==> src/rtl/div_ratio_ctrl.sv <==
// Ratio control ahead of the odd/even divider cores: validates a requested ratio,
// maps it to a load value and core select, and sequences divider reset/enable and lock.
`ifndef SIZE
`define SIZE 8
`endif

module div_ratio_ctrl #(
   parameter int unsigned SETTLE_EXTRA = 2
) (
   input  logic             clk,
   input  logic             reset,
   input  logic             run_en,
   input  logic             req_valid,
   input  logic [`SIZE-1:0] req_ratio,
   output logic             req_ready,
   output logic [`SIZE-1:0] P,
   output logic             odd_sel,
   output logic             div_reset,
   output logic             div_enable,
   output logic             locked,
   output logic             err
);

   localparam int unsigned W  = `SIZE;
   localparam int unsigned CW = W + 1;

   typedef enum logic [1:0] {IDLE, APPLY, SETTLE, RUN} state_t;

   state_t        state, state_nxt;
   logic [W-1:0]  ratio_q, ratio_nxt, p_nxt;
   logic [CW-1:0] cnt_q, cnt_nxt;
   logic          odd_nxt, rdy_nxt, drst_nxt, err_nxt;
   logic          en_q, en_nxt, lock_q, lock_nxt;
   logic          accept, legal;

   assign accept = req_valid & req_ready;
   assign legal  = (req_ratio >= W'(2));

   // State register
   always_ff @(posedge clk or posedge reset) begin
      if (reset) state <= IDLE;
      else       state <= state_nxt;
   end

   // Next state and next values of every registered output
   always_comb begin
      state_nxt = state;
      ratio_nxt = ratio_q;
      p_nxt     = P;
      odd_nxt   = odd_sel;
      cnt_nxt   = cnt_q;
      err_nxt   = 1'b0;
      case (state)
         IDLE, RUN: begin
            if (accept) begin
               if (!legal) begin
                  err_nxt = 1'b1;
               end else if ((state == IDLE) || (req_ratio != ratio_q)) begin
                  state_nxt = APPLY;
                  ratio_nxt = req_ratio;
                  odd_nxt   = req_ratio[0];
                  p_nxt     = req_ratio[0] ? req_ratio : (req_ratio >> 1);
               end
            end
         end
         APPLY: begin
            cnt_nxt   = CW'(ratio_q) + CW'(SETTLE_EXTRA);
            state_nxt = SETTLE;
         end
         SETTLE: begin
            if (run_en) begin
               cnt_nxt = cnt_q - CW'(1);
               if (cnt_q == CW'(1)) state_nxt = RUN;
            end
         end
         default: state_nxt = IDLE;
      endcase
      rdy_nxt  = (state_nxt == IDLE) || (state_nxt == RUN);
      drst_nxt = (state_nxt == IDLE) || (state_nxt == APPLY);
      en_nxt   = (state_nxt == SETTLE) || (state_nxt == RUN);
      lock_nxt = (state_nxt == RUN);
   end

   // Output and datapath registers
   always_ff @(posedge clk or posedge reset) begin
      if (reset) begin
         ratio_q   <= '0;
         cnt_q     <= '0;
         P         <= '0;
         odd_sel   <= 1'b0;
         req_ready <= 1'b1;
         div_reset <= 1'b1;
         en_q      <= 1'b0;
         lock_q    <= 1'b0;
         err       <= 1'b0;
      end else begin
         ratio_q   <= ratio_nxt;
         cnt_q     <= cnt_nxt;
         P         <= p_nxt;
         odd_sel   <= odd_nxt;
         req_ready <= rdy_nxt;
         div_reset <= drst_nxt;
         en_q      <= en_nxt;
         lock_q    <= lock_nxt;
         err       <= err_nxt;
      end
   end

   // Global run enable gates the core enable and lock without a cycle of lag
   assign div_enable = en_q & run_en;
   assign locked     = lock_q & run_en;

endmodule
==> config.mk <==
export PLATFORM = sky130hd
export DESIGN_NAME = div_ratio_ctrl
export DESIGN_NICKNAME = d
export VERILOG_FILES = /design/src/rtl/div_ratio_ctrl.sv
export SDC_FILE = /design/constraint.sdc
export NUM_CORES = 1
export LEC_CHECK = 0
export BUFFER_PORTS_ARGS = -buffer_cell sky130_fd_sc_hd__buf_2
export CAP_MARGIN = 10
export CELL_PAD_IN_SITES_DETAIL_PLACEMENT = 1
export CELL_PAD_IN_SITES_GLOBAL_PLACEMENT = 1
export CORE_MARGIN = 3
export CORE_UTILIZATION = 30
export CTS_CLUSTER_DIAMETER = 80
export CTS_CLUSTER_SIZE = 28
export DETAILED_ROUTE_END_ITERATION = 10
export PLACE_DENSITY = 0.66
export SYNTH_ARGS = -nofsm -noshare
export SYNTH_HDL_FRONTEND = slang
export SYNTH_SLANG_ARGS = --single-unit
==> constraint.sdc <==
create_clock -name clk -period 2.4 [get_ports clk]
set_input_delay 0.72 -clock clk [delete_from_list [all_inputs] [get_ports clk]]
set_output_delay 0.72 -clock clk [all_outputs]
set_load 0.01 [all_outputs]
# After elaboration in Yosys (flattened, before gate mapping)
# Index checks and enable logic that the tools add are counted.
dict set report totals {
  ff_bits 33
  word_cells 47
}
dict set report classes {
  order_cmp 1
  n_eq_ne 9
  n_bitwise 3
  add_sub_neg 2
  n_mux 12
  reduce_logical 10
}
# cell n
set op_table {}
lappend op_table {{one-hot mux 9 bit (2 select lines)} 1}
lappend op_table {{2-to-1 mux 2 bit} 5}
lappend op_table {{adder 8 x 2 -> 9 bit, second input constant} 1}
lappend op_table {{equality test 9 x 1 -> 1 bit, second input constant} 1}
lappend op_table {{2-to-1 mux 9 bit} 1}
lappend op_table {{subtractor 9 x 1 -> 9 bit, second input constant} 1}
lappend op_table {{equality test 2 bit, second input constant} 4}
lappend op_table {{greater-or-equal comparator 8 x 2 -> 1 bit, second input constant} 1}
lappend op_table {{2-to-1 mux 8 bit} 1}
lappend op_table {{!= test 8 bit} 1}
lappend op_table {{one-hot mux 2 bit (3 select lines)} 1}
lappend op_table {{equality test 2 x 1 -> 1 bit, second input constant} 2}
lappend op_table {{zero test 2 bit} 2}
lappend op_table {{logical OR 1 bit} 4}
lappend op_table {{AND reduction 4 bit} 1}
lappend op_table {{bitwise AND 1 bit} 3}
lappend op_table {{2-to-1 mux 1 bit} 3}
lappend op_table {{!= test 2 bit, second input constant} 1}
lappend op_table {{AND reduction 2 bit} 1}
lappend op_table {{nonzero test 2 bit} 1}
lappend op_table {{OR reduction 2 bit} 1}

# Depth between registers and ports, before layout
# Gate-level depths: netlist of the first run.
dict set report depth {
  depth_word 8
  ltp_mapped 10
}

# Least setup slack after synthesis of the first run
# OpenSTA, ideal clock, no wires.
dict set report synth_path {
  path_kind {input to register}
  startpoint {in req_ratio[0]}
  endpoint {reg div_reset}
  path_slack_ns 0.107
  arrival_ns 2.211
  setup_time_ns 0.082
  path_stages 8
  required_ns 2.318
  cell_sequence {buf_6 > xnor2_1 > nand3_1 > o41a_4 > buf_6 > or2_1 > ha_1 > a211o_1}
}
dict set report synth_via {
  elab_chain_cells 8
  word_cells_on_any_way 10
}
# element line
set synth_rtl {}
lappend synth_rtl {{start, declared} 14} ;# input logic [`SIZE-1:0] req_ratio,
lappend synth_rtl {{branches (longest 3 deep; another with greater-or-equal comparator 8 x 2 -> 1 bit)} n/a}
lappend synth_rtl {{2-to-1 mux 2 bit *} 56} ;# if (!legal) begin
lappend synth_rtl {{2-to-1 mux 2 bit *} 55} ;# if (accept) begin
lappend synth_rtl {{one-hot mux 2 bit (3 select lines) *} 53} ;# case (state)
lappend synth_rtl {{equality test 2 x 1 -> 1 bit / zero test 2 bit (equally long branches)} 79} ;# drst_nxt = (state_nxt == IDLE) || (state_nxt == APPLY);
lappend synth_rtl {{logical OR 1 bit *} 79}
lappend synth_rtl {{named net drst_nxt} 32} ;# logic odd_nxt, rdy_nxt, drst_nxt, err_nxt;
lappend synth_rtl {{end signal, assigned} 102} ;# div_reset <= drst_nxt;
lappend synth_rtl {{end, declared} 18} ;# output logic div_reset,
# Mark *: on every way through the listed nets, which the timed path passes.
# A chain may end at the register's enable or synchronous reset.

# Final worst setup path of the first run
dict set report layout_path {
  startpoint {reg state[0]}
  endpoint {reg P[2]}
}
dict set report layout_via {
  elab_chain_cells 3
  word_cells_on_any_way 5
}
# element line
set layout_rtl {}
lappend layout_rtl {{start, declared} 29} ;# state_t state, state_nxt;
lappend layout_rtl {{start signal, assigned} 42} ;# else state <= state_nxt;
lappend layout_rtl {{equality test 2 bit / zero test 2 bit (equally long branches)} {53, 58}}
lappend layout_rtl {{OR reduction 2 bit / logical OR 1 bit (equally long branches)} {53, 58}}
lappend layout_rtl {{AND reduction 4 bit (no source line) *} n/a}
lappend layout_rtl {{end signal, assigned} 99} ;# P <= p_nxt;
lappend layout_rtl {{end, declared} 16} ;# output logic [`SIZE-1:0] P,
# Every way passes the cells marked *; elsewhere a longest branch is shown, timed or not.

==> flow_metrics.env, run 1 <==
export IMPL_ant_nets=0
export IMPL_place_port_buffers=25
export IMPL_synth_cell_types=40
export IMPL_layout_commonest_cell="dfrtp_1"
export IMPL_routedWlPerCell_um=15.13
export IMPL_grt_pass1_vias=1505
export IMPL_area_delta_synth_final_pct=18.15
export IMPL_crit_arrival_ns=2.27
export IMPL_dp_hpwl_mm=3.092
export IMPL_antenna_found_initial=0
export IMPL_ctsHoldBuffers=0
export IMPL_setup_viol=0
export IMPL_drv_slew=0
export IMPL_detail_route_first_pass_iterations=4
export IMPL_synthSimpleGateAreaFrac_pct=14.75
export IMPL_cts_sinks=32
export IMPL_cp_end_kind="flip-flop"
export IMPL_n_antenna_cell=0
export IMPL_synth_edff_count=0
export IMPL_crit_type="flip-flop to flip-flop"
export IMPL_cts_htree_levels=2
export IMPL_worstPathRequired_ns=2.57
export IMPL_synth_top_family_by_area="simple AND/OR/NAND/NOR gates"
export IMPL_min_period_ns=2.103
export IMPL_die_h_um=84.33
export IMPL_drc_errors=0
export IMPL_synthAdderAreaFrac_pct=5.438
export IMPL_ys_async_sr_fraction_pct=100.0
export IMPL_final_period_utilization_pct=87.64
export IMPL_synthMuxAreaShare_pct=14.62
export IMPL_critPathSlowestCell="dfrtp_1"
export IMPL_ys_seq_elements=32
export IMPL_grt_pass1_wl_mm=7.389
export IMPL_hold_class="flip-flop to flip-flop"
export IMPL_setup_tns_final_ns=0
export IMPL_cts_tree="built"
export IMPL_irDropWorstVdd_uv=474.8
export IMPL_drv_cap=0
export IMPL_fmax_ghz=0.4754
export IMPL_syn_num_nets=190
export IMPL_cts_setup_buffers=0
export IMPL_max_stage_delay_ns=0.39
export IMPL_viasPerCell=4.953
export IMPL_drtIter0Drc=49
export IMPL_gr_usage_all_layers_pct=12.99
export IMPL_synth_flop_cell="dfrtp_1"
export IMPL_dr_wl_met2_mm=1.951
export IMPL_clk_latency_ns=0.28
export IMPL_grt_max_degree=33
export IMPL_instances_no_fill=277
export IMPL_dp_cells=269
export IMPL_fin_skew_ns=0.005393
export IMPL_die_w_um=84.33
export IMPL_cp_max_fo=9
export IMPL_overflow=0
export IMPL_met1_length_mm=2.033
export IMPL_layout_common_cells="dfrtp_1, buf_2, mux2_2, nor2_1, xnor2_1"
export IMPL_p_leak_nw=0.9557
export IMPL_worst_pin_slew_ns=0.4227
export IMPL_ys_warn_count=0
export IMPL_drive_gt1_share_pct=33.66
export IMPL_power_density_mw_per_mm2=1046
export IMPL_core_mm2=0.005709
export IMPL_top_layer="met4"
export IMPL_synth_area_per_cell_um2=10.83
export IMPL_relSlewSlack_pct=71.76
export IMPL_synth_xor_area_share_pct=6.662
export IMPL_syn_area_mm2=0.001841
export IMPL_cts_inserted_buffers=5
export IMPL_path_cells="inv_1 -> ha_1 -> nand3b_1 -> a21oi_2 -> o41a_4 -> buf_4 -> mux2_2"
export IMPL_clk_path_buf_depth=2
export IMPL_cts_root_buf="clkbuf_8"
export IMPL_netlist_instances=170
export IMPL_hold_violations=0
export IMPL_routed_wl_met3_um=152
export IMPL_vias=1372
export IMPL_routed_wl_mm=4.191
export IMPL_outcome="finished clean"
export IMPL_dieArea_mm2=0.007111
export IMPL_rows=27
export IMPL_initial_core_util_pct=32.24
export IMPL_io_pin_count=26
export IMPL_ys_seq_area_share_pct=43.64
export IMPL_cts_resized=0
export IMPL_nets=224
export IMPL_startpoint_type="flip-flop"
export IMPL_grt_setup_unrepaired="false"
export IMPL_clkTransAtPathRegs_ns=0.07
export IMPL_routabilityCongestion=0.8015
export IMPL_synth_compound_area_share_pct=11.01
-- cell type report --
cell class / instances / area, µm²
clock buffers: 8 / 100.1
fillers: 665 / 3535
inverters: 10 / 37.54
multi-input cells: 123 / 965.9
flip-flops and latches: 32 / 803.3
well taps: 72 / 90.09
repair buffers: 32 / 177.7
-- power by group --
| group | switching, mW | internal [mW] | leakage [nW] |
|---|---|---|---|
| combinational | 0.400 | 0.426 | 0.539 |
| clock | 0.198 | 0.262 | 0.0515 |
| sequential | 0.225 | 0.764 | 0.365 |
-- worst max-delay path, delay by kind of cell (launching register included) --
family                   cells  cell delay [ns]
AO/OA/AOI/OAI                2             0.38
multiplexers                 1             0.34
adder cells (fa/ha/maj)      1             0.35
flip-flops                   1             0.39
buffers and inverters        2             0.29
AND/OR/NAND/NOR              1             0.23
-- per-stage QoR --
stage               instance area, µm²  util, %  setup slack, ns  total power, mW  hold WS [ns]
detailed placement                2074    36.34          0.02560            1.837        0.4909
global placement                  2074    36.34          0.06766            1.819        0.4902
CTS                               2175    38.09           0.2804            2.314        0.5101
finish                            2175    38.09           0.2967            2.275        0.5057
global route                      2175    38.09           0.1614            2.478        0.5347
floorplan                         1841        -           0.1069            1.545        0.4563
-- final timing paths --
path                                   end     start  depth (start not counted)  slack (ns)
worst max register to register        P[2]  state[0]                          7        0.30
worst min register to register        P[1]      P[1]                          1        0.51
worst max-delay path                  P[2]  state[0]                          7        0.30
worst min-delay path                  P[1]      P[1]                          1        0.51
max in group asynchronous        div_reset     reset                          3        1.54
min in group asynchronous       ratio_q[7]     reset                          3        0.52
-- cells in the mapped netlist (3+ instances only) --
master	count	area share, %
nand3_1	4	1.1
a21oi_1	7	1.9
nand2_1	10	2.0
inv_1	10	2.0
xnor2_1	12	5.7
dfrtp_1	30	41
o21ai_0	3	0.82
nor2_1	16	3.3
clkbuf_1	3	0.61
a211oi_1	3	1.2
mux2_2	19	12
ha_1	8	5.4
mux2i_1	4	2.2
-- flip-flops by register name, indices dropped and copies added, names as in the netlist --
name / cells
P: 8
cnt_q: 9
div_reset: 1
en_q: 1
err: 1
lock_q: 1
ratio_q: 8
req_ready: 1
state: 2
-- logic make-up (layout without fill, tap and decap cells) --
logic type,count (synthesis),count (layout)
AOI/OAI and AO/OA,26,26
xor gates and xnor gates,14,14
adders and majority gates,8,8
buffers and inverters,15,50
DFF,32,32
muxes,24,24
and+or+nand+nor,51,51
-- layer usage --
layer	vias to the layer above	track usage, %
met3	6	3.140
met5	-	0
met1	669	17.34
met4	0	4.386
li1	674	-
met2	23	20.59
Note: power is estimated with default switching activity, not from simulation.
==> inputs of run 2 (changes only) <==
- GPL_ROUTABILITY_DRIVEN: unset -> 0
- SETUP_SLACK_MARGIN: unset -> 0.4
==> flow_metrics.env, run 2 (synthesis results as in run 1) <==
export IMPL_drtIter0Drc=29
export IMPL_instances_no_fill=284
export IMPL_cp_max_fo=7
export IMPL_die_h_um=84.33
export IMPL_rows=27
export IMPL_crit_type="input port to flip-flop"
export IMPL_initial_core_util_pct=32.24
export IMPL_reg_largest_list="cnt_q x9, P x8, ratio_q x8"
export IMPL_worstPathRequired_ns=2.61
export IMPL_cp_end_kind="flip-flop"
export IMPL_globalRouteMet3Util_pct=3.729
export IMPL_n_antenna_cell=0
export IMPL_area_delta_synth_final_pct=28.14
export IMPL_drv_cap=0
export IMPL_clk_latency_ns=0.28
export IMPL_hold_violations=0
export IMPL_clkTransAtPathRegs_ns=0.07
export IMPL_hold_class="input port to async pin"
export IMPL_largest_register_ff_count=9
export IMPL_startpoint_type="input port"
export IMPL_fin_area_mm2=0.002359
export IMPL_cts_sinks=32
export IMPL_dp_cells=270
export IMPL_ant_nets=0
export IMPL_irDropWorstVdd_uv=471.7
export IMPL_cts_tree="built"
export IMPL_top_register="cnt_q"
export IMPL_busiest_layer="met2"
export IMPL_routedWlPerCell_um=15.18
export IMPL_dp_hpwl_mm=3.087
export IMPL_setup_tns_final_ns=0
export IMPL_min_period_ns=1.965
export IMPL_drc_errors=0
export IMPL_place_port_buffers=25
export IMPL_dieArea_mm2=0.007111
export IMPL_outcome="finished clean"
export IMPL_overflow=0
export IMPL_viasPerCell=4.937
export IMPL_p_leak_nw=1.040
export IMPL_crit_arrival_ns=2.18
export IMPL_cts_root_buf="clkbuf_8"
export IMPL_grt_pass1_vias=1441
export IMPL_gr_usage_all_layers_pct=12.55
export IMPL_grt_pass1_wl_mm=7.176
export IMPL_worst_pin_slew_ns=0.4291
export IMPL_layout_common_cells="dfrtp_1, mux2_2, buf_4, buf_2, nor2_1"
export IMPL_layout_commonest_cell="dfrtp_1"
export IMPL_use_met1_pct=16.83
export IMPL_routed_wl_mm=4.311
export IMPL_final_period_utilization_pct=81.90
export IMPL_grt_use_met2_pct=19.01
export IMPL_detail_route_first_pass_iterations=4
export IMPL_antenna_found_initial=0
export IMPL_fin_skew_ns=0.001666
export IMPL_nets=232
export IMPL_cts_inserted_buffers=5
export IMPL_relSlewSlack_pct=71.34
export IMPL_cts_htree_levels=2
export IMPL_io_pin_count=26
export IMPL_drv_slew=0
export IMPL_placed_cell_area_mm2=0.002102
export IMPL_drive_gt1_share_pct=43.40
export IMPL_setup_viol=0
export IMPL_grt_setup_unrepaired="true"
export IMPL_clk_path_buf_depth=2
export IMPL_core_mm2=0.005709
export IMPL_vias=1402
export IMPL_fmax_ghz=0.5088
export IMPL_power_density_mw_per_mm2=1029
export IMPL_die_w_um=84.33
export IMPL_grt_max_degree=33
## run 2: path summary, 6_finish.rpt
kind | slack (ns) | end | depth (start not counted) | start
hold reg to reg | 0.50 | P[3] | 1 | P[3]
setup reg to reg | 0.46 | div_reset | 6 | cnt_q[3]
min in group clk | 0.51 | P[3] | 1 | P[3]
max in group asynchronous | 1.56 | div_reset | 3 | reset
hold / removal | 0.50 | P[6] | 3 | reset
setup / recovery | 0.43 | div_reset | 7 | req_ratio[2]
## run 2: critical path, cell delays in order
cell and delay (ns):
buf_2 0.14, xnor2_2 0.14, nand4_1 0.13, o41a_4 0.42, or2_1 0.23, ha_2 0.18
a211o_1 0.22
## run 2: area by class of cell
class / count / area [µm²]
clock buffers: 7 / 96.34
fillers: 643 / 3351
inverters: 10 / 37.54
multi-input cells: 123 / 1057
flip-flops and latches: 32 / 807.0
well taps: 72 / 90.09
repair buffers: 40 / 270.3
## run 2: routing by layer
layer	vias up	routed length, µm
met4	0	59
met2	27	2043
met3	5	185
met1	682	2022
li1	688	-
met5	-	0
## run 2: through the flow
step / util [%] / hold slack, ns / setup WS, ns / total power, mW
finish: 41.31 / 0.5049 / 0.4345 / 2.427
global route: 41.31 / 0.5323 / 0.3371 / 2.628
CTS: 39.01 / 0.5131 / 0.4020 / 2.355
detailed placement: 36.82 / 0.4905 / 0.09266 / 1.847
global placement: 36.82 / 0.4923 / 0.09617 / 1.825
floorplan: - / 0.4563 / 0.1081 / 1.558
## run 2: what timing repair did
action                     CTS  global route
setup buffers                0             7
gates resized for setup      4            23
pin swaps                    0             6
hold buffers                 0             0
setup endpoints to repair    8             9
gates cloned                 0             0
## run 2: report_power, final
group | leakage [nW] | switching [mW] | internal [mW]
Combinational | 0.627 | 0.442 | 0.528
Sequential | 0.362 | 0.233 | 0.769
Clock | 0.0503 | 0.199 | 0.255
